[src/rtl/apple1_kbd_pkg.sv]
// Shared constants and bus request type for the Apple-1 keyboard port.
package apple1_kbd_pkg;
  localparam logic [1:0] KBD_ADDR   = 2'b00;
  localparam logic [1:0] KBDCR_ADDR = 2'b01;
  localparam logic [7:0] KBD_EMPTY  = 8'h80;
  localparam int KBDCR_READY_BIT = 7;
  localparam int KBDCR_OVF_BIT   = 6;

  typedef struct packed {
    logic       cs;
    logic       rw;
    logic [1:0] addr;
  } bus_req_t;
endpackage

[src/rtl/kbd_fifo.sv]
// Synchronous type-ahead FIFO; a pop frees a slot for a same-cycle push.
module kbd_fifo #(
  parameter int WIDTH = 7,
  parameter int DEPTH = 4
) (
  input  logic             clk,
  input  logic             reset,
  input  logic             push,
  input  logic             pop,
  input  logic [WIDTH-1:0] din,
  output logic [WIDTH-1:0] dout,
  output logic             empty,
  output logic             full
);
  localparam int AW = $clog2(DEPTH);

  logic [WIDTH-1:0] mem [DEPTH];
  logic [AW-1:0]    wr_ptr, rd_ptr;
  logic [AW:0]      count;
  logic             do_push, do_pop;

  assign empty   = (count == '0);
  assign full    = (count == (AW+1)'(DEPTH));
  assign do_pop  = pop & ~empty;
  assign do_push = push & (~full | do_pop);
  assign dout    = mem[rd_ptr];

  always_ff @(posedge clk or posedge reset) begin
    if (reset) begin
      wr_ptr <= '0;
      rd_ptr <= '0;
      count  <= '0;
    end else begin
      if (do_push) wr_ptr <= wr_ptr + 1'b1;
      if (do_pop)  rd_ptr <= rd_ptr + 1'b1;
      count <= count + (AW+1)'(do_push) - (AW+1)'(do_pop);
    end
  end

  always_ff @(posedge clk) begin
    if (do_push) mem[wr_ptr] <= din;
  end
endmodule

[src/rtl/apple1_kbd_port.sv]
// Apple-1 KBD/KBDCR registers: key capture into a FIFO, pop on completed KBD read.
module apple1_kbd_port
  import apple1_kbd_pkg::*;
#(
  parameter int DEPTH = 4
) (
  input  logic       clk,
  input  logic       reset,
  input  logic [6:0] ascii_code,
  input  logic       ascii_new,
  input  logic       phi2,
  input  logic       cs,
  input  logic       rw,
  input  logic [1:0] addr,
  output logic [7:0] data_out,
  output logic       overflow
);
  bus_req_t   bus;
  logic [2:0] phi2_pipe;  // [1:0] synchronizer, [2] edge history
  logic       phi2_s, phi2_fall;
  logic [1:0] new_pipe;
  logic [6:0] code_q;
  logic       key_push;
  logic       rd_kbd_pend, rd_cr_pend;
  logic       fifo_pop, empty, full;
  logic [6:0] head;

  assign bus       = '{cs: cs, rw: rw, addr: addr};
  assign phi2_s    = phi2_pipe[1];
  assign phi2_fall = phi2_pipe[2] & ~phi2_pipe[1];
  assign key_push  = new_pipe[0] & ~new_pipe[1];
  assign fifo_pop  = phi2_fall & rd_kbd_pend;

  always_ff @(posedge clk or posedge reset) begin
    if (reset) begin
      phi2_pipe <= '0;
      new_pipe  <= '0;
      code_q    <= '0;
    end else begin
      phi2_pipe <= {phi2_pipe[1:0], phi2};
      new_pipe  <= {new_pipe[0], ascii_new};
      code_q    <= ascii_code;
    end
  end

  // Reads are latched during phi2 high and take effect only once phi2 falls.
  always_ff @(posedge clk or posedge reset) begin
    if (reset) begin
      rd_kbd_pend <= 1'b0;
      rd_cr_pend  <= 1'b0;
    end else if (phi2_fall) begin
      rd_kbd_pend <= 1'b0;
      rd_cr_pend  <= 1'b0;
    end else if (phi2_s && bus.cs && bus.rw) begin
      if (bus.addr == KBD_ADDR)   rd_kbd_pend <= 1'b1;
      if (bus.addr == KBDCR_ADDR) rd_cr_pend  <= 1'b1;
    end
  end

  // A fresh drop wins over a same-cycle KBDCR clear.
  always_ff @(posedge clk or posedge reset) begin
    if (reset)                            overflow <= 1'b0;
    else if (key_push && full && !fifo_pop) overflow <= 1'b1;
    else if (phi2_fall && rd_cr_pend)     overflow <= 1'b0;
  end

  kbd_fifo #(.WIDTH(7), .DEPTH(DEPTH)) u_fifo (
    .clk   (clk),
    .reset (reset),
    .push  (key_push),
    .pop   (fifo_pop),
    .din   (code_q),
    .dout  (head),
    .empty (empty),
    .full  (full)
  );

  always_comb begin
    data_out = 8'h00;
    if (!bus.addr[1]) begin
      if (bus.addr == KBD_ADDR) begin
        data_out = empty ? KBD_EMPTY : {1'b1, head};
      end else begin
        data_out[KBDCR_READY_BIT] = ~empty;
        data_out[KBDCR_OVF_BIT]   = overflow;
      end
    end
  end
endmodule

[config.mk]
export PLATFORM = sky130hd
export DESIGN_NAME = apple1_kbd_port
export DESIGN_NICKNAME = d
export VERILOG_FILES = /design/src/rtl/apple1_kbd_pkg.sv /design/src/rtl/kbd_fifo.sv /design/src/rtl/apple1_kbd_port.sv
export SDC_FILE = /design/constraint.sdc
export NUM_CORES = 1
export LEC_CHECK = 0
export CAP_MARGIN = 20
export CORE_MARGIN = 2
export CORE_UTILIZATION = 54
export DETAILED_ROUTE_END_ITERATION = 7
export GPL_ROUTABILITY_DRIVEN = 0
export GPL_TIMING_DRIVEN = 0
export PLACE_DENSITY = 0.78
export SYNTH_ARGS = -nofsm -noshare
export SYNTH_HDL_FRONTEND = slang
export SYNTH_HIERARCHICAL = 1
export SYNTH_SLANG_ARGS = --single-unit
[constraint.sdc]
create_clock -name clk -period 2.85 [get_ports clk]
set_input_delay 0.4275 -clock clk [delete_from_list [all_inputs] [get_ports clk]]
set_output_delay 0.4275 -clock clk [all_outputs]
set_load 0.005 [all_outputs]
==> flow_metrics.tcl <==
set metrics [dict create \
    switching_share 0.264 \
    synth.net_count 133 \
    grt_max_degree 16 \
    post_route_cells_drive_above_1_share 0.176 \
    critPathLaunchType "input pin" \
    drt_pass1_iterations 4 \
    cts_resized 0 \
    syn_area_per_cell_sq_um 17.7 \
    n_antenna_cell 0 \
    ant_nets 0 \
    tritoncts "built" \
    cts_buffer_depth 2 \
    ys_seq_area_frac 0.700 \
    clk_pin_slew_ps 80 \
    die_height_microns 64.7 \
    synth-edff-count 28 \
    crit_chain "clkdlybuf4s50_1 -> nor3_1 -> and2_2 -> clkdlybuf4s50_1" \
    setup_violations 0 \
    critPathKind "in -> out" \
    place.port_buffers 23 \
    hp-class "reg -> reg" \
    area_growth_syn_to_layout_pct 19.8 \
    drv_cap 0 \
    peakVddDrop_uv 491 \
    status "finished, final reports clean" \
    rows 22 \
    dieArea_sq_mm 0.00418 \
    dp_hpwl_microns 2270 \
    ioPinCount 24 \
    cts_root_buffer "clkbuf_8" \
    start_util 0.551 \
    drc 0 \
    whs_ps 358 \
    cts_buffers 5 \
    totalWireLength_microns 3270 \
    synth_top_area_share 0.423 \
    hold_viol_final 0 \
    chipWidth_microns 64.7 \
    crit_fanout 6 \
    ys_async_sr_fraction 0.440 \
    stdcell_area_sq_mm 0.00238 \
    antenna_found_initial 0 \
    worst_path_most_repeated_cell "clkdlybuf4s50_1" \
    synth_area_leader_cell "edfxtp_1" \
    postCtsSetupRepairBufs 0 \
    required_ps 2420 \
    critPathMaxStageDelay_ps 640 \
    fin_setup_tns_ps 0 \
    p_seq_frac 0.509 \
    netlist_area_sq_mm 0.00199 \
    fmax_ghz 0.364 \
    vias 1011 \
    core-area_sq_mm 0.00361 \
    via_per_inst 5.32 \
    rsz0062_at_grt "no" \
    clkPwrFrac 0.239 \
    cp.arrival_ps 2320 \
    drt-initial-drc-count 28 \
    cts_max_level 2 \
    fin_crit_sh 0.965 \
    synth_warnings 6 \
    switchingPower_w 0.000514 \
    grt_pass1_wl_microns 5260 \
    yosys-top-cells-area "edfxtp_1 (42%), dfrtp_1 (28%), mux4_2 (7.9%), ha_1 (3.1%), and2_2 (2.3%)" \
    holdBufCountCts 0 \
    p_per_area_mw_per_mm2 818 \
    fin_crit_ps 2750 \
    pwr-share-comb 0.252 \
    netlist_instances 112 \
    p_leak_nw 0.918 \
    crit_path_end_kind "primary output" \
    layout.nets 162 \
    fin_worst_skew_ps 3.30 \
    grt_pass1_vias 1086 \
    slew_headroom 0.501 \
    clk_latency_ps 300 \
    fin_ws_ps 99.5 \
    dp_slack_ps 87.5 \
    grt_use_total 0.184 \
    post_drt_wl_per_cell_microns 17.2 \
    cp_slowest_cell "nor3_1" \
    synth-seq-cells 50 \
    timing.final.max_slew_violations 0 \
    internal_power_w 0.00143 \
    grt-ovfl-total 0 \
    place_area_sq_mm 0.00228 \
    worst_pin_slew_ps 744 \
    synth_cell_type_count 31 \
    ys.flop_type "edfxtp_1" \
    numClockSinks 50 \
]
==> stage by stage <==
step | util | std cells | total power (W)
detailed placement | 0.632 | 183 | 0.00151
finish | 0.660 | 190 | 0.00195
floorplan | - | 112 | 0.00132
global route | 0.660 | 190 | 0.00205
global placement | 0.632 | 183 | 0.00146
CTS | 0.661 | 191 | 0.00197
==> cells in the mapped netlist (all sizes together), types with 2 or more instances <==
cell	instances
a21oi	2
nand3b	2
nor2b	3
mux4	7
inv	7
nor3	2
and2	11
dfrtp	22
xnor2	4
edfxtp	28
buf	2
ha	5
==> worst paths after layout <==
kind	from	end	slack (ps)	cells after the start
max	addr[1]	data_out[5]	100	4
min	phi2_pipe[0]$_DFF_PP0_	phi2_pipe[1]$_DFF_PP0_	360	0
max reg2reg	u_fifo/count[1]$_DFF_PP0_	u_fifo/count[2]$_DFF_PP0_	600	7
min reg2reg	phi2_pipe[0]$_DFF_PP0_	phi2_pipe[1]$_DFF_PP0_	360	0
max in group asynchronous	reset	code_q[3]$_DFF_PP0_	1910	2
min in group asynchronous	reset	u_fifo/rd_ptr[1]$_DFFE_PP0N_	390	2
==> state kept, by name, indices dropped and copies added, names as in the netlist <==
| name | cells |
|---|---|
| u_fifo/mem | 28 |
| code_q | 7 |
| phi2_pipe | 3 |
| u_fifo/count | 3 |
| new_pipe | 2 |
| u_fifo/rd_ptr | 2 |
| u_fifo/wr_ptr | 2 |
| overflow | 1 |
| rd_cr_pend | 1 |
| rd_kbd_pend | 1 |
==> per-layer routing <==
layer  track usage  share of wire
met5             0              0
met4        0.0878          0.023
met3        0.0469          0.047
met2         0.320           0.55
met1         0.212           0.38
==> area by class of cell <==
type / instances / area (sq um)
inverters: 7 / 26.3
plain buffers: 1 / 5.00
multi-input cells: 53 / 561
flip-flops and latches: 50 / 1390
repair buffers: 23 / 230
clock inverters: 2 / 33.8
clock buffers: 6 / 72.6
fillers: 244 / 1230
well taps: 48 / 60.1
==> power groups by stage <==
stage / clock (W) / sequential [W] / combinational, W
finish: 0.000466 / 0.000990 / 0.000490
global route: 0.000504 / 0.00100 / 0.000539
CTS: 0.000476 / 0.000965 / 0.000528
detailed placement: 0 / 0.000980 / 0.000525
global placement: 0 / 0.000965 / 0.000495
floorplan: 0 / 0.000958 / 0.000365
==> cells by family (layout without fill, tap and decap cells) <==
| family | count (synthesis) | count (layout) | synth area share |
|---|---|---|---|
| AOI/OAI and AO/OA | 8 | 8 | 0.0353 |
| xor gates and xnor gates | 5 | 5 | 0.0220 |
| adders and majority gates | 6 | 6 | 0.0416 |
| buffers and inverters | 9 | 39 | 0.0176 |
| DFF | 50 | 50 | 0.700 |
| muxes | 8 | 8 | 0.0869 |
| and+or+nand+nor | 26 | 26 | 0.0963 |
==> worst max-delay path, delay by kind of cell <==
family / cells / cell delay [ps]
buffers and inverters: 2 / 990
and+or+nand+nor: 2 / 900
==> cell usage in the layout, fill, tap and decap left out, types with 2 or more instances in the layout <==
cell             count
a21oi_1              2
and2_1               5
and2_2               6
clkbuf_8             5
clkdlybuf4s50_1     23
dfrtp_1             22
edfxtp_1            28
ha_1                 5
inv_1                7
mux4_2               7
nand3b_1             2
nor2b_1              3
nor3_1               2
xnor2_1              4
Power figures use the tool's default switching activity.
